File: src/rtl/regfile_writeback_queue_if.sv
// Write-back request, register-file write port, scoreboard and forwarding lookup bundle.
// slave = queue side, master = surrounding datapath/bench side.
interface regfile_writeback_queue_if #(
    parameter int N = 32
);
    logic         flush;
    logic         wb_valid;
    logic         wb_ready;
    logic [4:0]   wb_reg;
    logic [N-1:0] wb_data;
    logic         rf_grant;
    logic         rf_write;
    logic [4:0]   rf_write_reg;
    logic [N-1:0] rf_write_data;
    logic [31:0]  pending;
    logic         empty;
    logic         full;
    logic [4:0]   read_reg1;
    logic [4:0]   read_reg2;
    logic         fwd_hit1;
    logic         fwd_hit2;
    logic [N-1:0] fwd_data1;
    logic [N-1:0] fwd_data2;

    modport slave (
        input  flush, wb_valid, wb_reg, wb_data, rf_grant, read_reg1, read_reg2,
        output wb_ready, rf_write, rf_write_reg, rf_write_data, pending, empty, full,
               fwd_hit1, fwd_hit2, fwd_data1, fwd_data2
    );

    modport master (
        output flush, wb_valid, wb_reg, wb_data, rf_grant, read_reg1, read_reg2,
        input  wb_ready, rf_write, rf_write_reg, rf_write_data, pending, empty, full,
               fwd_hit1, fwd_hit2, fwd_data1, fwd_data2
    );
endinterface

File: src/rtl/regfile_writeback_queue.sv
// Purpose: FIFO of register write-backs draining into the register file, with pending-destination scoreboard.
// Latency: entry accepted at edge E drives rf_write from E, written at E+1 if granted; optional WB_FORWARD_EN lookup.
// Backpressure: wb_ready = !full from registered count only; drain stalls while rf_grant is low.
module regfile_writeback_queue #(
    parameter int n     = 32,
    parameter int DEPTH = 4
) (
    input  logic                      clk,
    input  logic                      rst,
    regfile_writeback_queue_if.slave  bus
);
    localparam int PW = $clog2(DEPTH);

    logic [PW-1:0]    rd_ptr_q, rd_ptr_d;
    logic [PW-1:0]    wr_ptr_q, wr_ptr_d;
    logic [PW:0]      count_q, count_d;
    logic [DEPTH-1:0] valid_q, valid_d;
    logic [4:0]       reg_q  [DEPTH];
    logic [4:0]       reg_d  [DEPTH];
    logic [n-1:0]     data_q [DEPTH];
    logic [n-1:0]     data_d [DEPTH];

    logic empty_s, full_s, push, pop;
    logic [31:0] pending_s;

    assign empty_s = (count_q == '0);
    assign full_s  = (count_q == (PW+1)'(DEPTH));
    assign push    = bus.wb_valid && !full_s && (bus.wb_reg != 5'd0) && !bus.flush;
    assign pop     = !empty_s && bus.rf_grant;

    always_comb begin
        rd_ptr_d = rd_ptr_q;
        wr_ptr_d = wr_ptr_q;
        count_d  = count_q;
        valid_d  = valid_q;
        reg_d    = reg_q;
        data_d   = data_q;
        if (bus.flush) begin
            rd_ptr_d = '0;
            wr_ptr_d = '0;
            count_d  = '0;
            valid_d  = '0;
        end else begin
            if (push) begin
                reg_d[wr_ptr_q]   = bus.wb_reg;
                data_d[wr_ptr_q]  = bus.wb_data;
                valid_d[wr_ptr_q] = 1'b1;
                wr_ptr_d          = wr_ptr_q + 1'b1;
            end
            if (pop) begin
                valid_d[rd_ptr_q] = 1'b0;
                rd_ptr_d          = rd_ptr_q + 1'b1;
            end
            case ({push, pop})
                2'b10:   count_d = count_q + 1'b1;
                2'b01:   count_d = count_q - 1'b1;
                default: count_d = count_q;
            endcase
        end
    end

    always_ff @(posedge clk or negedge rst) begin
        if (!rst) begin
            rd_ptr_q <= '0;
            wr_ptr_q <= '0;
            count_q  <= '0;
            valid_q  <= '0;
            for (int i = 0; i < DEPTH; i++) begin
                reg_q[i]  <= '0;
                data_q[i] <= '0;
            end
        end else begin
            rd_ptr_q <= rd_ptr_d;
            wr_ptr_q <= wr_ptr_d;
            count_q  <= count_d;
            valid_q  <= valid_d;
            reg_q    <= reg_d;
            data_q   <= data_d;
        end
    end

    // x0 is never stored, so bit 0 of the scoreboard stays clear by construction.
    always_comb begin
        pending_s = '0;
        for (int i = 0; i < DEPTH; i++) begin
            if (valid_q[i]) pending_s[reg_q[i]] = 1'b1;
        end
    end

    assign bus.wb_ready      = !full_s;
    assign bus.empty         = empty_s;
    assign bus.full          = full_s;
    assign bus.pending       = pending_s;
    assign bus.rf_write      = pop;
    assign bus.rf_write_reg  = empty_s ? 5'd0 : reg_q[rd_ptr_q];
    assign bus.rf_write_data = empty_s ? '0   : data_q[rd_ptr_q];

`ifdef WB_FORWARD_EN
    logic [PW-1:0] fwd_idx;
    logic          hit1, hit2;
    logic [n-1:0]  fdat1, fdat2;

    // Walk oldest to youngest so the last match (youngest) is the one kept.
    always_comb begin
        hit1    = 1'b0;
        hit2    = 1'b0;
        fdat1   = '0;
        fdat2   = '0;
        fwd_idx = rd_ptr_q;
        for (int k = 0; k < DEPTH; k++) begin
            fwd_idx = rd_ptr_q + k[PW-1:0];
            if (valid_q[fwd_idx] && bus.read_reg1 != 5'd0 && reg_q[fwd_idx] == bus.read_reg1) begin
                hit1  = 1'b1;
                fdat1 = data_q[fwd_idx];
            end
            if (valid_q[fwd_idx] && bus.read_reg2 != 5'd0 && reg_q[fwd_idx] == bus.read_reg2) begin
                hit2  = 1'b1;
                fdat2 = data_q[fwd_idx];
            end
        end
    end

    assign bus.fwd_hit1  = hit1;
    assign bus.fwd_hit2  = hit2;
    assign bus.fwd_data1 = fdat1;
    assign bus.fwd_data2 = fdat2;
`else
    logic unused_read_regs;
    assign unused_read_regs = ^{bus.read_reg1, bus.read_reg2};
    assign bus.fwd_hit1  = 1'b0;
    assign bus.fwd_hit2  = 1'b0;
    assign bus.fwd_data1 = '0;
    assign bus.fwd_data2 = '0;
`endif
endmodule

File: src/flat_wrapper.sv
// flat-port wrapper written by rule: the top's interface ports become plain ports
module regfile_writeback_queue_flat 
#(
    parameter int n     = 32,
    parameter int DEPTH = 4
)
  (clk, rst, bus_flush, bus_wb_valid, bus_wb_reg, bus_wb_data, bus_rf_grant, bus_read_reg1, bus_read_reg2, bus_wb_ready, bus_rf_write, bus_rf_write_reg, bus_rf_write_data, bus_pending, bus_empty, bus_full, bus_fwd_hit1, bus_fwd_hit2, bus_fwd_data1, bus_fwd_data2);
  regfile_writeback_queue_if #(.N(32)) bus_i ();
  input  logic clk;
  input  logic rst;
  input wire logic [$bits(bus_i.flush)-1:0] bus_flush;
  input wire logic [$bits(bus_i.wb_valid)-1:0] bus_wb_valid;
  input wire logic [$bits(bus_i.wb_reg)-1:0] bus_wb_reg;
  input wire logic [$bits(bus_i.wb_data)-1:0] bus_wb_data;
  input wire logic [$bits(bus_i.rf_grant)-1:0] bus_rf_grant;
  input wire logic [$bits(bus_i.read_reg1)-1:0] bus_read_reg1;
  input wire logic [$bits(bus_i.read_reg2)-1:0] bus_read_reg2;
  output wire logic [$bits(bus_i.wb_ready)-1:0] bus_wb_ready;
  output wire logic [$bits(bus_i.rf_write)-1:0] bus_rf_write;
  output wire logic [$bits(bus_i.rf_write_reg)-1:0] bus_rf_write_reg;
  output wire logic [$bits(bus_i.rf_write_data)-1:0] bus_rf_write_data;
  output wire logic [$bits(bus_i.pending)-1:0] bus_pending;
  output wire logic [$bits(bus_i.empty)-1:0] bus_empty;
  output wire logic [$bits(bus_i.full)-1:0] bus_full;
  output wire logic [$bits(bus_i.fwd_hit1)-1:0] bus_fwd_hit1;
  output wire logic [$bits(bus_i.fwd_hit2)-1:0] bus_fwd_hit2;
  output wire logic [$bits(bus_i.fwd_data1)-1:0] bus_fwd_data1;
  output wire logic [$bits(bus_i.fwd_data2)-1:0] bus_fwd_data2;
  assign bus_i.flush = bus_flush;
  assign bus_i.wb_valid = bus_wb_valid;
  assign bus_i.wb_reg = bus_wb_reg;
  assign bus_i.wb_data = bus_wb_data;
  assign bus_i.rf_grant = bus_rf_grant;
  assign bus_i.read_reg1 = bus_read_reg1;
  assign bus_i.read_reg2 = bus_read_reg2;
  assign bus_wb_ready = bus_i.wb_ready;
  assign bus_rf_write = bus_i.rf_write;
  assign bus_rf_write_reg = bus_i.rf_write_reg;
  assign bus_rf_write_data = bus_i.rf_write_data;
  assign bus_pending = bus_i.pending;
  assign bus_empty = bus_i.empty;
  assign bus_full = bus_i.full;
  assign bus_fwd_hit1 = bus_i.fwd_hit1;
  assign bus_fwd_hit2 = bus_i.fwd_hit2;
  assign bus_fwd_data1 = bus_i.fwd_data1;
  assign bus_fwd_data2 = bus_i.fwd_data2;
  regfile_writeback_queue #(.n(n), .DEPTH(DEPTH)) u_core (.clk(clk), .rst(rst), .bus(bus_i));
endmodule
File: config.mk
export PLATFORM = sky130hd
export DESIGN_NAME = regfile_writeback_queue_flat
export DESIGN_NICKNAME = d
export VERILOG_FILES = /design/src/rtl/regfile_writeback_queue_if.sv /design/src/rtl/regfile_writeback_queue.sv /design/src/flat_wrapper.sv
export SDC_FILE = /design/constraint.sdc
export NUM_CORES = 1
export LEC_CHECK = 0
export ABC_CLOCK_PERIOD_IN_PS = 3120
export BUFFER_PORTS_ARGS = -buffer_cell sky130_fd_sc_hd__buf_2
export CORE_MARGIN = 5
export CORE_UTILIZATION = 45
export CTS_CLUSTER_DIAMETER = 40
export CTS_CLUSTER_SIZE = 14
export DETAILED_ROUTE_END_ITERATION = 8
export PLACE_DENSITY = 0.77
export SYNTH_ARGS = -nofsm -noshare
export SYNTH_HDL_FRONTEND = slang
export SYNTH_SLANG_ARGS = --single-unit
File: constraint.sdc
create_clock -name clk -period 3.12 [get_ports clk]
set_input_delay 0.624 -clock clk [delete_from_list [all_inputs] [get_ports clk]]
set_output_delay 0.624 -clock clk [all_outputs]
set_load 0.01 [all_outputs]
; ---- Yosys cells after proc, flatten, opt, wreduce, memory -nomap -nowiden
; Cells that the tools add are included.
[word_totals]
elab_cells = 103
output_inout_bits = 139
reg_bits = 159
inputBits = 52
[op_classes]
n_reduce_logical = 20
bitwise_logic = 9
n_lt_le_gt_ge = 15
mux = 40
n_eq_ne = 3
addsub = 4
[ops]
columns = operator, n
row1 = $mux W32, 8
row2 = $bwmux W128, 1
row3 = $or A32 B32 Y32, 3
row4 = $bmux W32 S2, 1
row5 = $demux W32 S2, 1
row6 = $lt A5 B6 Y1 const B, 4
row7 = $bwmux W20, 1
row8 = $demux W1 S5, 4
row9 = $ge A5 B1 Y1 const B, 4
row10 = $mux W5, 4
row11 = $mux W4, 4
row12 = $logic_and A1 B1 Y1, 11
row13 = $bmux W5 S2, 1
row14 = $demux W5 S2, 1
row15 = $mux W2, 4
row16 = $ge A3 B3 Y1 const B, 2
row17 = $lt A2 B3 Y1 const B, 2
row18 = $mux W1, 6
row19 = $not A2 Y3, 2
row20 = $pmux W3 S2, 1
row21 = $reduce_bool A5 Y1, 1
row22 = $add A2 B1 Y2 const B, 2
row23 = $and A4 B4 Y4, 1
row24 = $demux W1 S2, 2
row25 = other kinds (16), 20

; ---- Depth between registers and ports, before layout
[depth]
word_depth = 11
mapped_depth = 9
depth_no_buf = 8

; ---- Worst setup path before layout
; OpenSTA, ideal clock, no wires.
[synth_path]
path_type = input to register
start = input bus_wb_reg[0]
end = register u_core.count_q[2]
t_arrival_ps = 2455
slack_ps = 592
path_stages = 7
required_ps = 3048
path_cell_list = or4_4 > o2111a_4 > nor2_1 > fa_1 > nor2b_1 > mux4_2 > nor2_1
[synth_via]
elab_chain_cells = 6
[synth_lines]
columns = element, line_no
row1 = "start, declared", flat_wrapper.sv:13  ; input wire logic [$bits(bus_i.wb_reg)-1:0] bus_wb_reg;
row2 = $reduce_bool A5 Y1 (*), regfile_writeback_queue.sv:28  ; assign push = bus.wb_valid && !full_s && (bus.wb_reg != 5'd0) && !bus.flush;
row3 = $logic_and A1 B1 Y1 (*) (2 in a row), regfile_writeback_queue.sv:28
row4 = $eq A2 B1 Y1 / $eq A2 B2 Y1 (equally long branches), regfile_writeback_queue.sv:54  ; case ({push, pop})
row5 = $pmux W3 S2, regfile_writeback_queue.sv:54
row6 = $mux W3, regfile_writeback_queue.sv:38  ; if (bus.flush) begin
row7 = "end signal, assigned", regfile_writeback_queue.sv:75  ; count_q <= count_d;
row8 = "end, declared", regfile_writeback_queue.sv:16  ; logic [PW:0] count_q, count_d;
; Every way passes the cells marked *; elsewhere a longest branch is shown, timed or not.
; A chain may end at the register's enable or synchronous reset.

; ---- Worst setup path in the final report
[layout_path]
start = register u_core.rd_ptr_q[1]
end = output bus_rf_write_data[8]
[layout_via]
elab_chain_cells = 5
[layout_lines]
columns = element, line_no
row1 = "start, declared", regfile_writeback_queue.sv:14  ; logic [PW-1:0] rd_ptr_q, rd_ptr_d;
row2 = "start signal, assigned", regfile_writeback_queue.sv:73  ; rd_ptr_q <= rd_ptr_d;
row3 = $not A2 Y3 (implied by the code), regfile_writeback_queue.sv:96  ; assign bus.rf_write_data = empty_s ? '0 : data_q[rd_ptr_q];
row4 = $bmux W32 S2, regfile_writeback_queue.sv:96
row5 = $mux W32 (implied by the code) (2 in a row), regfile_writeback_queue.sv:96
row6 = $mux W32, regfile_writeback_queue.sv:96
row7 = "end, declared", flat_wrapper.sv:21  ; output wire logic [$bits(bus_i.rf_write_data)-1:0] bus_rf_write_data;
; Every way passes these cells. The select of a mux whose other input is x is not followed.

==> out/qor.txt <==
Yosys cell types = 47
post-DR vias/cell = 5.57
1st-pass router iterations = 5
Adder-Cell Fraction of Synth Area = 1.26%
DRC viols = 0
Post-synth EDFFs = 0
vias in the first global route = 6,219
routed wire length = 21,700 µm
Final setup violation count = 0
power per cell area = 943 nW/µm²
Rel. slew slack = 43.0%
mux cell area share after synthesis = 31.3%
Root Buffer = clkbuf_16
max cap viols = 0
status = completed
Final Cycle Share = 92.3%
min Tclk post-route = 2.88 ns
Fin. Hold Viols = 0
cts hold-fix bufs = 0
switching power share of the total = 33.8%
Synth Cell Area = 9570 µm²
1st-iter DRT viols = 392
commonest non-fill, non-tap cell in the layout = dfrtp_1
share of total power in the clock network = 20.9%
Post-CTS Setup Bufs = 0
Port Buf Inserts = 114
Fill cells = 1,779
IO Pins = 191
number of placement rows = 53
DIE AREA = 24,300 µm²
hold crit path type = input pin to asynchronous set/reset pin
Startpoint Class = flip-flop
RR Startpoint = u_core.count_q[0]
first-pass GRT wire length = 34,400 µm
Setup crit start = u_core.rd_ptr_q[1]
post-synthesis xor/xnor area fraction = 0.353%
GRT Util Overall = 17.8%
Simple-Gate Fraction of Synth Area = 9.91%
gp weighted congestion = 1.01
Place WS = 0.343 ns
multi-input logic area = 4950 µm²
number of CTS-inserted buffers = 17
RSZ-0062 raised after global routing = no
Slew Viols, Final = 0
gate count of the mapped netlist = 714
pin count of the biggest net entering global routing = 59
Initial Util = 45.7%
deepest clock path buffer count = 2
P_leak = 5.14 nW
PnR worst setup slack = 0.239 ns
core footprint = 21,000 µm²
Mean Syn Cell Area = 13.4 µm²
die height = 156 µm
Worst EP required = 2.50 ns
Final ANT Viol Nets = 0
PostCTS Resize Cnt = 0
Setup TNS = 0 ns
placed cell count = 1,072
initial antenna violation count = 4
Clock Sinks = 159
main combinational cell family by area after synthesis = multiplexers
NetSw = 3.37 mW
Seq cells post-synth = 159
H-tree lvl count = 4
critical path type = flip-flop to output port
Max Fclk = 347 MHz
crit end category = output port
wire per inst = 19.8 µm
die width = 156 µm
Internal Pwr Total = 6.61 mW
most frequent cells in the layout = dfrtp_1 (157), mux2_4 (120), buf_2 (113)
Area Growth Syn to Fin = 10.6%
actual slew at the worst max-slew pin = 0.854 ns
Final Util = 50.5%
Synth Flop Type = dfrtp_1
Clock transition at path regs = 0.06 ns
Synth async-reset ratio = 100%
Layout Cells excl Fill = 1,100
GRT overflow = 0
vias = 6,129
CP max FO = 31
Logic pwr share = 42.2%
sequential fraction of the synthesis area = 41.6%
Skew-Pair Late Insertion Delay = 0.42 ns
Clock Skew = 0.0102 ns
CTS tree = yes
Storage cell area = 3980 µm²
fin nets = 877
post-synthesis compound-gate area fraction = 6.33%
Yosys Warn Count = 0
share of cells above drive strength 1 = 43.0%
post-DP HPWL = 14,800 µm
Worst EP arrival = 2.26 ns
Reg power frac = 36.9%
highest ir drop seen on vdd = 0.473 mV
## final cells by class
type                    instances  share of cell area [%]
well taps                     275                    3.25
inverters                       8                   0.284
multi-input cells             504                    46.8
clock inverters                 6                    1.05
diodes                          1                  0.0236
flip-flops and latches        159                    37.6
clock buffers                  21                    4.44
repair buffers                126                    6.54
## power groups by stage
stage	clock network (mW)	registers [mW]	logic [mW]
after floorplan	0	3.31	3.39
after global placement	0	3.62	4.18
after detailed placement	0	3.66	4.25
after CTS	2.13	3.66	4.26
after global routing	2.22	3.79	4.56
final	2.08	3.69	4.21
## worst max-delay path: stages, from the launching register on
cell and delay [ns]:
dfrtp_2 0.92, buf_4 0.31, mux4_2 0.30, nor2b_1 0.15, buf_2 0.15
## path summary, 6_finish.rpt
kind | endpoint | slack, ns | cells past startpoint
hold / removal | u_core.data_q[52] | 0.12 | 1
min in group clk | u_core.data_q[98] | 0.47 | 2
max in group asynchronous | u_core.data_q[127] | 2.20 | 2
setup / recovery | bus_rf_write_data[8] | 0.24 | 4
setup reg to reg | u_core.count_q[2] | 0.60 | 7
hold reg to reg | u_core.data_q[80] | 0.50 | 1
## stage by stage
step                area, µm²  power, mW  hold WS, ns
floorplan                9810       6.70        0.328
CTS                     10600       10.0        0.125
global route            10600       10.6        0.145
finish                  10600       9.98        0.123
detailed placement      10000       7.91        0.489
global placement        10000       7.79        0.484
## sequential cells by signal (all words and copies together), names as in the netlist
register / flops
u_core.count_q: 3
u_core.data_q: 128
u_core.rd_ptr_q: 2
u_core.reg_q: 20
u_core.valid_q: 4
u_core.wr_ptr_q: 2
## logic make-up after synthesis
family | after synthesis
simple gates | 163
fa+ha+maj | 9
flops | 159
buf+inv | 116
xor+xnor | 3
mux | 188
other cells | 1
compound gates | 75
## synthesized netlist by cell type, types with 2 or more instances
cell,number,area (µm²)
clkbuf_1,23,86.3
and3_1,4,25.0
buf_2,6,30.0
nand3_1,11,55.1
nor3_1,5,25.0
xnor2_1,2,17.5
and2_1,3,18.8
buf_12,12,240
a21oi_1,7,35.0
mux2_4,120,1800
nand2b_1,14,87.6
nand2_8,4,80.1
ha_1,8,100
mux4_2,38,856
nor2_1,22,82.6
nor2b_1,54,338
inv_1,7,26.3
a211oi_1,4,30.0
o221ai_1,14,123
o211ai_1,5,37.5
dfrtp_1,159,3980
buf_4,66,495
a32oi_1,12,105
nand4b_1,2,17.5
nand2_1,29,109
nand3b_1,3,22.5
a22oi_1,11,82.6
mux2_2,29,327
a221o_1,8,80.1
or2_2,3,18.8
nand4_1,5,31.3
o22ai_1,9,56.3
## metal layers
layer | global-route usage (%) | share of wire, % | wire, µm | up-vias
met4 | 4.96 | 1.5 | 329 | 6
li1 | - | - | - | 2690
met3 | 5.38 | 9.9 | 2150 | 33
met5 | 0 | 0.19 | 41 | -
met2 | 28.4 | 47 | 10200 | 309
met1 | 23.7 | 41 | 9010 | 3091
No activity file was read; power rests on OpenSTA's default activity.
